$ cat src/rtl/bin2bcd_pkg.sv
// Shared types and constants for the sequential binary-to-BCD converter.
package bin2bcd_pkg;

  typedef enum logic [1:0] {
    StIdle  = 2'd0,
    StShift = 2'd1,
    StDone  = 2'd2
  } state_e;

  localparam logic [3:0] ADD3_THRESH = 4'd5;
  localparam logic [3:0] ADD3_VAL    = 4'd3;

  // Segment patterns {g,f,e,d,c,b,a}, index 15 first; codes 10..15 stay dark.
  localparam logic [15:0][6:0] SEG_TABLE = {
    7'b0000000, 7'b0000000, 7'b0000000, 7'b0000000, 7'b0000000, 7'b0000000,
    7'b1101111, 7'b1111111, 7'b0000111, 7'b1111101, 7'b1101101,
    7'b1100110, 7'b1001111, 7'b1011011, 7'b0000110, 7'b0111111
  };

endpackage

$ cat src/rtl/seg7_dec.sv
// One BCD digit to active-high seven-segment pattern {g,f,e,d,c,b,a}.
module seg7_dec
  import bin2bcd_pkg::*;
(
  input  logic [3:0] digit_i,
  output logic [6:0] seg_o
);

  assign seg_o = SEG_TABLE[digit_i];

endmodule

$ cat src/rtl/bin2bcd_seq.sv
// Double-dabble binary-to-BCD converter, one bit per clock, start/busy/done handshake.
// Define BIN2BCD_SEG_EN to add the seg_o port with per-digit seven-segment decode.
module bin2bcd_seq
  import bin2bcd_pkg::*;
#(
  parameter int unsigned W      = 10,
  parameter int unsigned DIGITS = 4
) (
  input  logic                  clk_i,
  input  logic                  rst_i,
  input  logic                  start_i,
  input  logic [W-1:0]          bin_i,
  output logic                  busy_o,
  output logic                  done_o,
  output logic [4*DIGITS-1:0]   bcd_o
`ifdef BIN2BCD_SEG_EN
  ,
  output logic [7*DIGITS-1:0]   seg_o
`endif
);

  localparam int unsigned CntW = (W > 1) ? $clog2(W) : 1;
  localparam logic [CntW-1:0] LastCnt = CntW'(W - 1);

  state_e                state_q, state_d;
  logic [CntW-1:0]       cnt_q, cnt_d;
  logic [W-1:0]          shift_q, shift_d;
  logic [4*DIGITS-1:0]   scr_q, scr_d;
  logic [4*DIGITS-1:0]   bcd_q, bcd_d;
  logic [4*DIGITS-1:0]   adj;
  logic [4*DIGITS-1:0]   scr_next;

  always_comb begin
    adj = scr_q;
    for (int k = 0; k < int'(DIGITS); k++) begin
      if (scr_q[4*k +: 4] >= ADD3_THRESH) begin
        adj[4*k +: 4] = scr_q[4*k +: 4] + ADD3_VAL;
      end
    end
    scr_next = {adj[4*DIGITS-2:0], shift_q[W-1]};
  end

  always_comb begin
    state_d = state_q;
    cnt_d   = cnt_q;
    shift_d = shift_q;
    scr_d   = scr_q;
    bcd_d   = bcd_q;
    unique case (state_q)
      StIdle, StDone: begin
        if (start_i) begin
          shift_d = bin_i;
          scr_d   = '0;
          cnt_d   = '0;
          state_d = StShift;
        end else begin
          state_d = StIdle;
        end
      end
      StShift: begin
        scr_d   = scr_next;
        shift_d = {shift_q[W-2:0], 1'b0};
        cnt_d   = cnt_q + CntW'(1);
        if (cnt_q == LastCnt) begin
          bcd_d   = scr_next;
          state_d = StDone;
        end
      end
      default: state_d = StIdle;
    endcase
  end

  always_ff @(posedge clk_i) begin
    if (rst_i) begin
      state_q <= StIdle;
      cnt_q   <= '0;
      shift_q <= '0;
      scr_q   <= '0;
      bcd_q   <= '0;
    end else begin
      state_q <= state_d;
      cnt_q   <= cnt_d;
      shift_q <= shift_d;
      scr_q   <= scr_d;
      bcd_q   <= bcd_d;
    end
  end

  assign busy_o = (state_q == StShift);
  assign done_o = (state_q == StDone);
  assign bcd_o  = bcd_q;

`ifdef BIN2BCD_SEG_EN
  for (genvar g = 0; g < int'(DIGITS); g++) begin : g_seg
    seg7_dec u_seg7_dec (
      .digit_i (bcd_q[4*g +: 4]),
      .seg_o   (seg_o[7*g +: 7])
    );
  end
`endif

endmodule
$ cat config.mk
export PLATFORM = sky130hd
export DESIGN_NAME = bin2bcd_seq
export DESIGN_NICKNAME = d
export VERILOG_FILES = /design/src/rtl/bin2bcd_pkg.sv /design/src/rtl/seg7_dec.sv /design/src/rtl/bin2bcd_seq.sv
export SDC_FILE = /design/constraint.sdc
export NUM_CORES = 1
export LEC_CHECK = 0
export BUFFER_PORTS_ARGS = -buffer_cell sky130_fd_sc_hd__buf_2
export CAP_MARGIN = 25
export CORE_ASPECT_RATIO = 1.5
export CORE_MARGIN = 5
export CORE_UTILIZATION = 29
export DETAILED_ROUTE_END_ITERATION = 8
export PLACE_DENSITY_LB_ADDON = 0.08
export SETUP_SLACK_MARGIN = 0.02
export SYNTH_ARGS = -nofsm -noshare
export SYNTH_HDL_FRONTEND = slang
export SYNTH_HIERARCHICAL = 1
export SYNTH_SLANG_ARGS = --single-unit
$ cat constraint.sdc
create_clock -name clk_i -period 1.5 [get_ports clk_i]
set_input_delay 0.3 -clock clk_i [delete_from_list [all_inputs] [get_ports clk_i]]
set_output_delay 0.3 -clock clk_i [all_outputs]
set_load 0.005 [all_outputs]
# Yosys cells after proc, flatten, opt, wreduce, memory -nomap -nowiden
# Index checks and enable logic that the tools add are counted.
word_totals:
  mem_bits_ro: 0
  n_memories: 0
  in_bits: 13
  regBits: 48
  ram_bits: 0
  latch_bits: 0
classes:
  n_bitwise: 0
  addsub: 5
  reduce_logical: 5
  shift: 0
  n_lt_le_gt_ge: 4
  div: 0
  n_mul: 0
  eq_ne: 5
  muxes: 13
op_table:
  columns: ["cell", "n"]
  rows:
  - ["$pmux 16 s2", 1]
  - ["$pmux 10 s2", 1]
  - ["$ge 4x3->1 const B", 4]
  - ["$mux 16", 1]
  - ["$mux 4", 4]
  - ["$add 4x2->4 const B", 3]
  - ["$mux 10", 1]
  - ["$pmux 4 s2", 1]
  - ["$add 4x1->4 const B", 1]
  - ["$eq 4x4->1 const B", 1]
  - ["$pmux 2 s2", 1]
  - ["$reduce_and 2->1", 2]
  - ["$add 3x2->3 const B", 1]
  - ["$mux 3", 1]
  - ["$eq 2x1->1 const B", 1]
  - ["$eq 2x2->1 const B", 1]
  - ["$logic_not 2->1", 1]
  - ["$mux 2", 1]
  - ["$ne 2x1->1 const B", 1]
  - ["$ne 2x2->1 const B", 1]
  - ["$reduce_bool 2->1", 1]
  - ["$reduce_or 2->1", 1]
  - ["$mux 1", 1]

# Logic depth before layout (Yosys ltp)
# Gate-level depths: netlist (run 1).
depth:
  word_depth: 4
  mapped_depth: 7
  depth_no_buf: 7

# Worst setup path before layout (run 1)
# OpenSTA, ideal clock, no wires.
synth_path:
  path_kind: "reg-to-reg"
  from: "register cnt_q[0]"
  to: "register bcd_q[14], in the netlist bcd_o[14]"
  setup_ns: 0.114
  required_ns: 1.386
  synth_period_minus_slack_ns: 1.423
  arrival_time_ns: 1.309
  slack_ns: 0.077
  n_path_buf: 1
  stages_incl_launch_ff: 7
  path_cell_list: "dfxtp_1 ha_1 nand3b_1 or2_4 buf_6 and3_1 a21o_1"
synth_between:
  elab_chain_len: 2
synth_rtl:
  columns: ["item", "line", "source"]
  rows:
  - ["start: declaration", "bin2bcd_seq.sv:26", "logic [CntW-1:0] cnt_q, cnt_d;"]
  - ["start signal: assignment", "bin2bcd_seq.sv:82", "cnt_q <= cnt_d;"]
  - ["$eq 4x4->1", "bin2bcd_seq.sv:64", "if (cnt_q == LastCnt) begin"]
  - ["$reduce_and 2->1 (no source line)", null, null]
  - ["end signal: assignment", "bin2bcd_seq.sv:79", "bcd_q <= '0;"]
  - ["end signal: assignment", "bin2bcd_seq.sv:85", "bcd_q <= bcd_d;"]
  - ["end: declaration", "bin2bcd_seq.sv:29", "logic [4*DIGITS-1:0] bcd_q, bcd_d;"]
# No other way between the ends.
# A chain may end at the register's enable or synchronous reset.

# Final worst setup path (run 1)
layout_path:
  from: "register cnt_q[1]"
  to: "register bcd_q[14], in the netlist bcd_o[14]"
# The elaborated chain is that of the path after synthesis.

==> results of run 1 <==
-- power by group through the flow --
stage / Clock (mW) / Sequential, mW / Combinational (mW)
4_1_cts: 0.797 / 1.31 / 0.210
3_5_place_dp: 0 / 1.34 / 0.203
2_1_floorplan: 0 / 1.34 / 0.115
5_1_grt: 0.858 / 1.32 / 0.240
6_report: 0.754 / 1.31 / 0.213
3_3_place_gp: 0 / 1.34 / 0.204
-- final timing paths --
| kind | end | slack (ns) |
|---|---|---|
| worst max-delay path | bcd_o[14]$_SDFFE_PP0P_ | 0.04 |
| worst min-delay path | shift_q[0]$_SDFFE_PP0P_ | 0.25 |
| worst max register to register | bcd_o[14]$_SDFFE_PP0P_ | 0.04 |
| worst min register to register | scr_q[13]$_SDFFE_PP0P_ | 0.45 |
-- what timing repair did --
item                                    4_1_cts  5_1_grt
endpoints found under the setup margin        9       23
resized for setup                             8       24
pin swaps                                     0        7
buffers inserted                              1        3
-- sequential cells by signal (all words and copies together), names as in the netlist --
signal and flops:
cnt_q 4, state_q 2, scr_q 16, shift_q 10, bcd_o 16
-- layout by cell type (no fill, tap or decap), types with 2 or more instances in the layout --
cell	instances
buf_4	22
clkbuf_8	5
a21oi_1	21
nor2_2	2
nand2_1	24
nor2_1	15
buf_2	30
nand2b_4	4
a21oi_2	4
o22ai_1	3
inv_2	3
ha_1	10
a211oi_2	7
and3_4	3
dfxtp_2	8
a22oi_1	11
o21ai_0	12
a211oi_1	4
dfxtp_1	39
nand3_1	4
nor3_1	10
xnor2_1	5
a211o_1	2
a22o_1	3
nor2b_1	2
nor3b_1	8
inv_1	9
a21o_1	7
-- cells by family after synthesis --
logic type	synth area share [%]
multiplexers	0.9335
AO/OA/AOI/OAI	22.64
AND/OR/NAND/NOR	17.85
buffers and inverters	5.892
adder cells (fa/ha/maj)	5.834
flip-flops	44.81
XOR/XNOR	2.042
-- worst reg2reg max path, cell delays in order (launching register included) --
cell	delay, ns
dfxtp_2	0.34
inv_1	0.05
ha_1	0.13
nand3b_1	0.14
or2_4	0.35
and3_4	0.21
a21o_1	0.16
-- metal layers --
| layer | global-route usage (%) | vias to the layer above | routed length, microns |
|---|---|---|---|
| met3 | 2.743 | 7 | 190 |
| met1 | 14.31 | 877 | 2322 |
| met5 | 0 | - | 0 |
| met4 | 4.059 | 0 | 76 |
| met2 | 23.62 | 27 | 2849 |
| li1 | - | 954 | - |
-- cell type report --
cell class | instances | area, sq um | area share (%)
Inverter | 12 | 45.04 | 1.655
Sequential cell | 48 | 974.7 | 35.82
Tap cell | 100 | 125.1 | 4.598
Multi-Input combinational cell | 170 | 1149 | 42.21
Clock buffer | 5 | 68.82 | 2.529
Clock inverter | 2 | 12.51 | 0.4598
Timing Repair Buffer | 54 | 346.6 | 12.74
==> metrics.yaml, run 1 <==
outcome:
  status: "completed"
clocking:
  clock-root-buffer: "clkbuf_8"
  cts_buffer_depth: 2
  cts_buffers: 5
  cts_hold_buf: 0
  clk_pin_slew_ns: 0.08
  htree_levels: 2
  tritoncts: "done"
  clk_latency_ns: 0.30
  numClockSinks: 48
layout:
  area_delta_synth_final_pct: 26.90
  drive_gt1_share_pct: 32.65
  diodes: 0
  finish.instance_area_sq_um: 2721
  instances_no_fill: 391
  fin_nets: 314
  nFillCells: 796
  utilization_pct: 37.66
pwr:
  p_comb_share_pct: 9.3
  peakVddDrop_v: 0.0005833
  leakage_nw: 1.097
  p_int_mw: 1.707
  p_sw_mw: 0.5727
  pwr-share-clk_pct: 33.1
  power_frac_seq_pct: 57.6
  power_switching_share_pct: 25.12
  p_per_area_nw_per_um2: 837.6
  power_mw: 2.279
yosys:
  synth.distinct_cells: 33
  ys_ff_latch: 48
  yosys_warnings: 6
  synth-edff-count: 0
  yosys-top-cells-count: "dfxtp_1, nand2_1, a21oi_1"
  syn_inst: 244
  synth_top_area_share_pct: 44.81
  synth_async_sr_flop_share_pct: 0
  syn_area_sq_um: 2145
  synthFlopType: "dfxtp_1"
  synth.area.top_cells: "dfxtp_1, ha_1, a21oi_1"
  yosys.area.top_type: "dfxtp_1"
  synth_fp_nets: 267
  synth.avg_cell_area_sq_um: 8.789
  yosysSeqAreaShare_pct: 44.81
  yosysMostFrequentCell: "dfxtp_1"
setup_path:
  arrival_ns: 1.66
  worstPathMaxFanout: 12
  critPathSlowestCell: "dfxtp_2"
  critPathKind: "register to register"
  r2r_start: "cnt_q[1]$_SDFFE_PP0P_"
  cp.depth: 6
  cp_top_family: "simple AND/OR/NAND/NOR gates"
  path_buf_inv: 1
  worst_setup_path_end_kind: "register"
  worstSetupStartpointType: "register"
  crit_start: "cnt_q[1]$_SDFFE_PP0P_"
  ff2ff_path_depth: 6
  crit_path_cell_trace: "inv_1 > ha_1 > nand3b_1 > or2_4 > and3_4 > a21o_1"
  cp.required_ns: 1.70
  max_stage_delay_ns: 0.34
drt:
  postRouteAntennaNets: 0
  wl_per_cell_microns: 13.91
  wl_microns: 5438
  drc_errors: 0
  vias_per_cell: 4.770
  drtPass1Iterations: 4
  detail_route.iter0.violations: 53
  num_vias: 1865
place:
  place_ws_ns: 0.004790
  gp_congestion: 0.8024
  placed_cells: 380
  placed_cell_area_sq_um: 2501
  port-buffer-count: 30
  place_hpwl_microns: 3968
grt:
  grt_pass1_wl_microns: 9183
  grt_use_total_pct: 12.77
  antenna_found_initial: 0
  overflow: 0
  grt_pass1_vias: 1887
  grt_max_degree: 26
floorplan:
  die_h_microns: 115.3
  initial_core_util_pct: 29.67
  die-area_sq_um: 9250
  core_area_sq_um: 7227
  ios: 31
  die_x_microns: 80.22
  rows: 38
hold_path:
  min_path_cells: 3
  hold_start: "bin_i[0]"
  hp-class: "input port to register"
timing:
  drv_slew: 0
  worst_pin_slew_ns: 0.3005
  relSlewSlack_pct: 79.94
  fin_tns_setup_ns: 0
  setup_slack_ns: 0.03726
  hold_viol_final: 0
  setup_viol: 0
  period_minus_slack_ns: 1.463
  rsz0062_at_grt: "true"
  holdWs_ns: 0.2521
  clock_skew_ns: 0.005647
  period_share_pct: 97.52
  clock.fmax_mhz: 683.6
run:
  cap_violations: 0
No activity file was read; power rests on OpenSTA's default activity.
==> run 2: changes to the inputs <==
--- a/config.mk
+++ b/config.mk
@@ -7,10 +7,10 @@
 export LEC_CHECK = 0
 export BUFFER_PORTS_ARGS = -buffer_cell sky130_fd_sc_hd__buf_2
 export CAP_MARGIN = 25
-export CORE_ASPECT_RATIO = 1.5
 export CORE_MARGIN = 5
 export CORE_UTILIZATION = 29
 export DETAILED_ROUTE_END_ITERATION = 8
+export GPL_TIMING_DRIVEN = 0
 export PLACE_DENSITY_LB_ADDON = 0.08
 export SETUP_SLACK_MARGIN = 0.02
 export SYNTH_ARGS = -nofsm -noshare
==> constraint.sdc (replaced) <==
create_clock -name clk_i -period 1.36 [get_ports clk_i]
set_input_delay 0.272 -clock clk_i [delete_from_list [all_inputs] [get_ports clk_i]]
set_output_delay 0.272 -clock clk_i [all_outputs]
set_load 0.005 [all_outputs]
==> metrics.yaml, run 2 (synthesis results as in run 1) <==
outcome:
  violations: "negative setup slack"
  status: "finished with violations"
floorplan:
  initial_core_util_pct: 29.73  # +0.051 points
  die_h_microns: 96.00  # -17%
  ios: 31  # unchanged
  die-area_sq_um: 9215  # -0.38%
  die_x_microns: 96.00  # +20%
  rows: 31  # -18%
  core_area_sq_um: 7214  # -0.17%
layout:
  area_delta_synth_final_pct: 58.58
  layout.cells.most_common: "dfxtp_1"
  fin_nets: 339  # +8.0%
  nFillCells: 733  # -7.9%
  layout_common_cells: "dfxtp_1, buf_2, buf_4"
  diodes: 0  # unchanged
  regArea_sq_um: 984.7  # +1.0%
  multi_input_area_sq_um: 1471  # +28%
  drive_gt1_share_pct: 53.31  # +21 points
place:
  gp_congestion: 0.7320  # -8.8%
  place_ws_ns: -0.3160  # -0.3207 ns
  place_hpwl_microns: 3894  # -1.9%
  port-buffer-count: 30  # unchanged
drt:
  wl_microns: 6424  # +18%
  postRouteAntennaNets: 0  # unchanged
  drtPass1Iterations: 4  # unchanged
  wl_per_cell_microns: 15.44  # +11%
  detail_route.iter0.violations: 50  # -5.7%
  drc_errors: 0  # unchanged
  vias_per_cell: 4.776  # +0.14%
  num_vias: 1987  # +6.5%
setup_path:
  worstPathMaxFanout: 5  # -7
  cp_top_family: "simple AND/OR/NAND/NOR gates"
  critPathSlowestCell: "dfxtp_2"
  worst_setup_path_end_kind: "register"
  crit_path_cell_trace: "inv_2 > ha_4 > nand3b_1 > or2_4 > buf_12 > a211o_1 > a21oi_2"
  worstSetupStartpointType: "register"
  critPathKind: "register to register"
  max_stage_delay_ns: 0.33  # about the same
  arrival_ns: 1.75  # +0.09 ns
  cp.required_ns: 1.60  # -0.10 ns
  path_buf_inv: 2  # +1
grt:
  grt_max_degree: 15  # -42%
  antenna_found_initial: 0  # unchanged
  grt_use_total_pct: 14.79  # +2.0 points
  overflow: 0  # unchanged
  grt_pass1_wl_microns: 10360  # +13%
  grt_pass1_vias: 2030  # +7.6%
clocking:
  numClockSinks: 48  # unchanged
  clock-root-buffer: "clkbuf_8"
  htree_levels: 2  # unchanged
  tritoncts: "done"
  cts_buffer_depth: 2  # unchanged
  clk_pin_slew_ns: 0.09  # about the same
  cts_buffers: 5  # unchanged
  cts_hold_buf: 0  # unchanged
  clk_latency_ns: 0.31  # about the same
run:
  cap_violations: 0  # unchanged
pwr:
  peakVddDrop_v: 0.0005207  # -11%
  p_per_area_nw_per_um2: 864.7  # +3.2%
  leakage_nw: 1.332  # +21%
  power_mw: 2.941  # +29%
timing:
  clock_skew_ns: 0.005179  # -0.0004687 ns
  holdWs_ns: 0.2277  # -0.02437 ns
  setup_viol: 18  # +18
  period_minus_slack_ns: 1.510  # +0.04746 ns
  worst_pin_slew_ns: 0.6635  # +0.3630 ns
  relSlewSlack_pct: 55.76  # -24 points
  rsz0062_at_grt: "true"
  drv_slew: 0  # unchanged
  clock.fmax_mhz: 662.2  # -3.1%
  setup_slack_ns: -0.1502  # -0.1875 ns
  hold_viol_final: 0  # unchanged
  fin_tns_setup_ns: -1.287  # -1.287 ns
  period_share_pct: 111.0  # +14 points
hold_path:
  hp-class: "input port to register"
==> run 2: cell count changes in the layout (fill, tap and decap cells not counted), sizes merged <==
cell / change
inv: -1
clkinvlp: -1
clkbuf: +6
buf: +21
bufinv: +1
==> run 2: worst paths after layout <==
| check | endpoint | from | slack, ns | cells past startpoint |
|---|---|---|---|---|
| max | bcd_o[6]$_SDFFE_PP0P_ | cnt_q[1]$_SDFFE_PP0P_ | -0.15 | 7 |
| max reg2reg | bcd_o[6]$_SDFFE_PP0P_ | cnt_q[1]$_SDFFE_PP0P_ | -0.15 | 7 |
| min reg2reg | shift_q[2]$_SDFFE_PP0P_ | shift_q[2]$_SDFFE_PP0P_ | 0.46 | 2 |
| min | shift_q[0]$_SDFFE_PP0P_ | bin_i[0] | 0.23 | 3 |
==> run 2: power breakdown <==
group          internal (mW)  leakage [nW]  switching [mW]
Combinational          0.154         0.872           0.175
Clock                  0.650        0.0645           0.512
Sequential              1.43         0.396          0.0215
==> run 2: final cells by class <==
cell class | count | share of cell area, %
Multi-Input combinational cell | 170 | 43.27
Sequential cell | 48 | 28.96
Tap cell | 99 | 3.642
Inverter | 12 | 1.692
Clock inverter | 1 | 0.8830
Buffer | 13 | 3.569
Timing Repair Buffer | 66 | 15.16
Clock buffer | 7 | 2.833
==> run 2: through the flow <==
stage	area, sq um	util (%)	instances
2_1_floorplan	2162	-	244
6_report	3401	47.14	416
3_3_place_gp	2436	33.77	373
5_1_grt	3401	47.14	416
3_5_place_dp	2436	33.77	373
4_1_cts	3084	42.75	406
==> run 2: per-layer routing <==
metal  global-route usage (%)  wire length (microns)  part of all wire [%]  up-vias
met5                        0                      0                     0        -
met4                    4.621                    106                   1.7        0
met3                    3.675                    177                   2.8        7
met2                    24.09                   3201                    50       26
met1                    19.15                   2938                    46      944
li1                         -                      -                     -     1010
==> run 2: tightest hold or removal path, stage by stage <==
cell     delay (ns)
buf_2          0.08
a22oi_2        0.06
nor2_1         0.08
==> run 2: repair_timing <==
item | CTS | global route
setup endpoints to repair | 45 | 46
gates cloned | 2 | 1
buffers inserted | 23 | 11
pin swaps | 21 | 28
resized for setup | 83 | 65
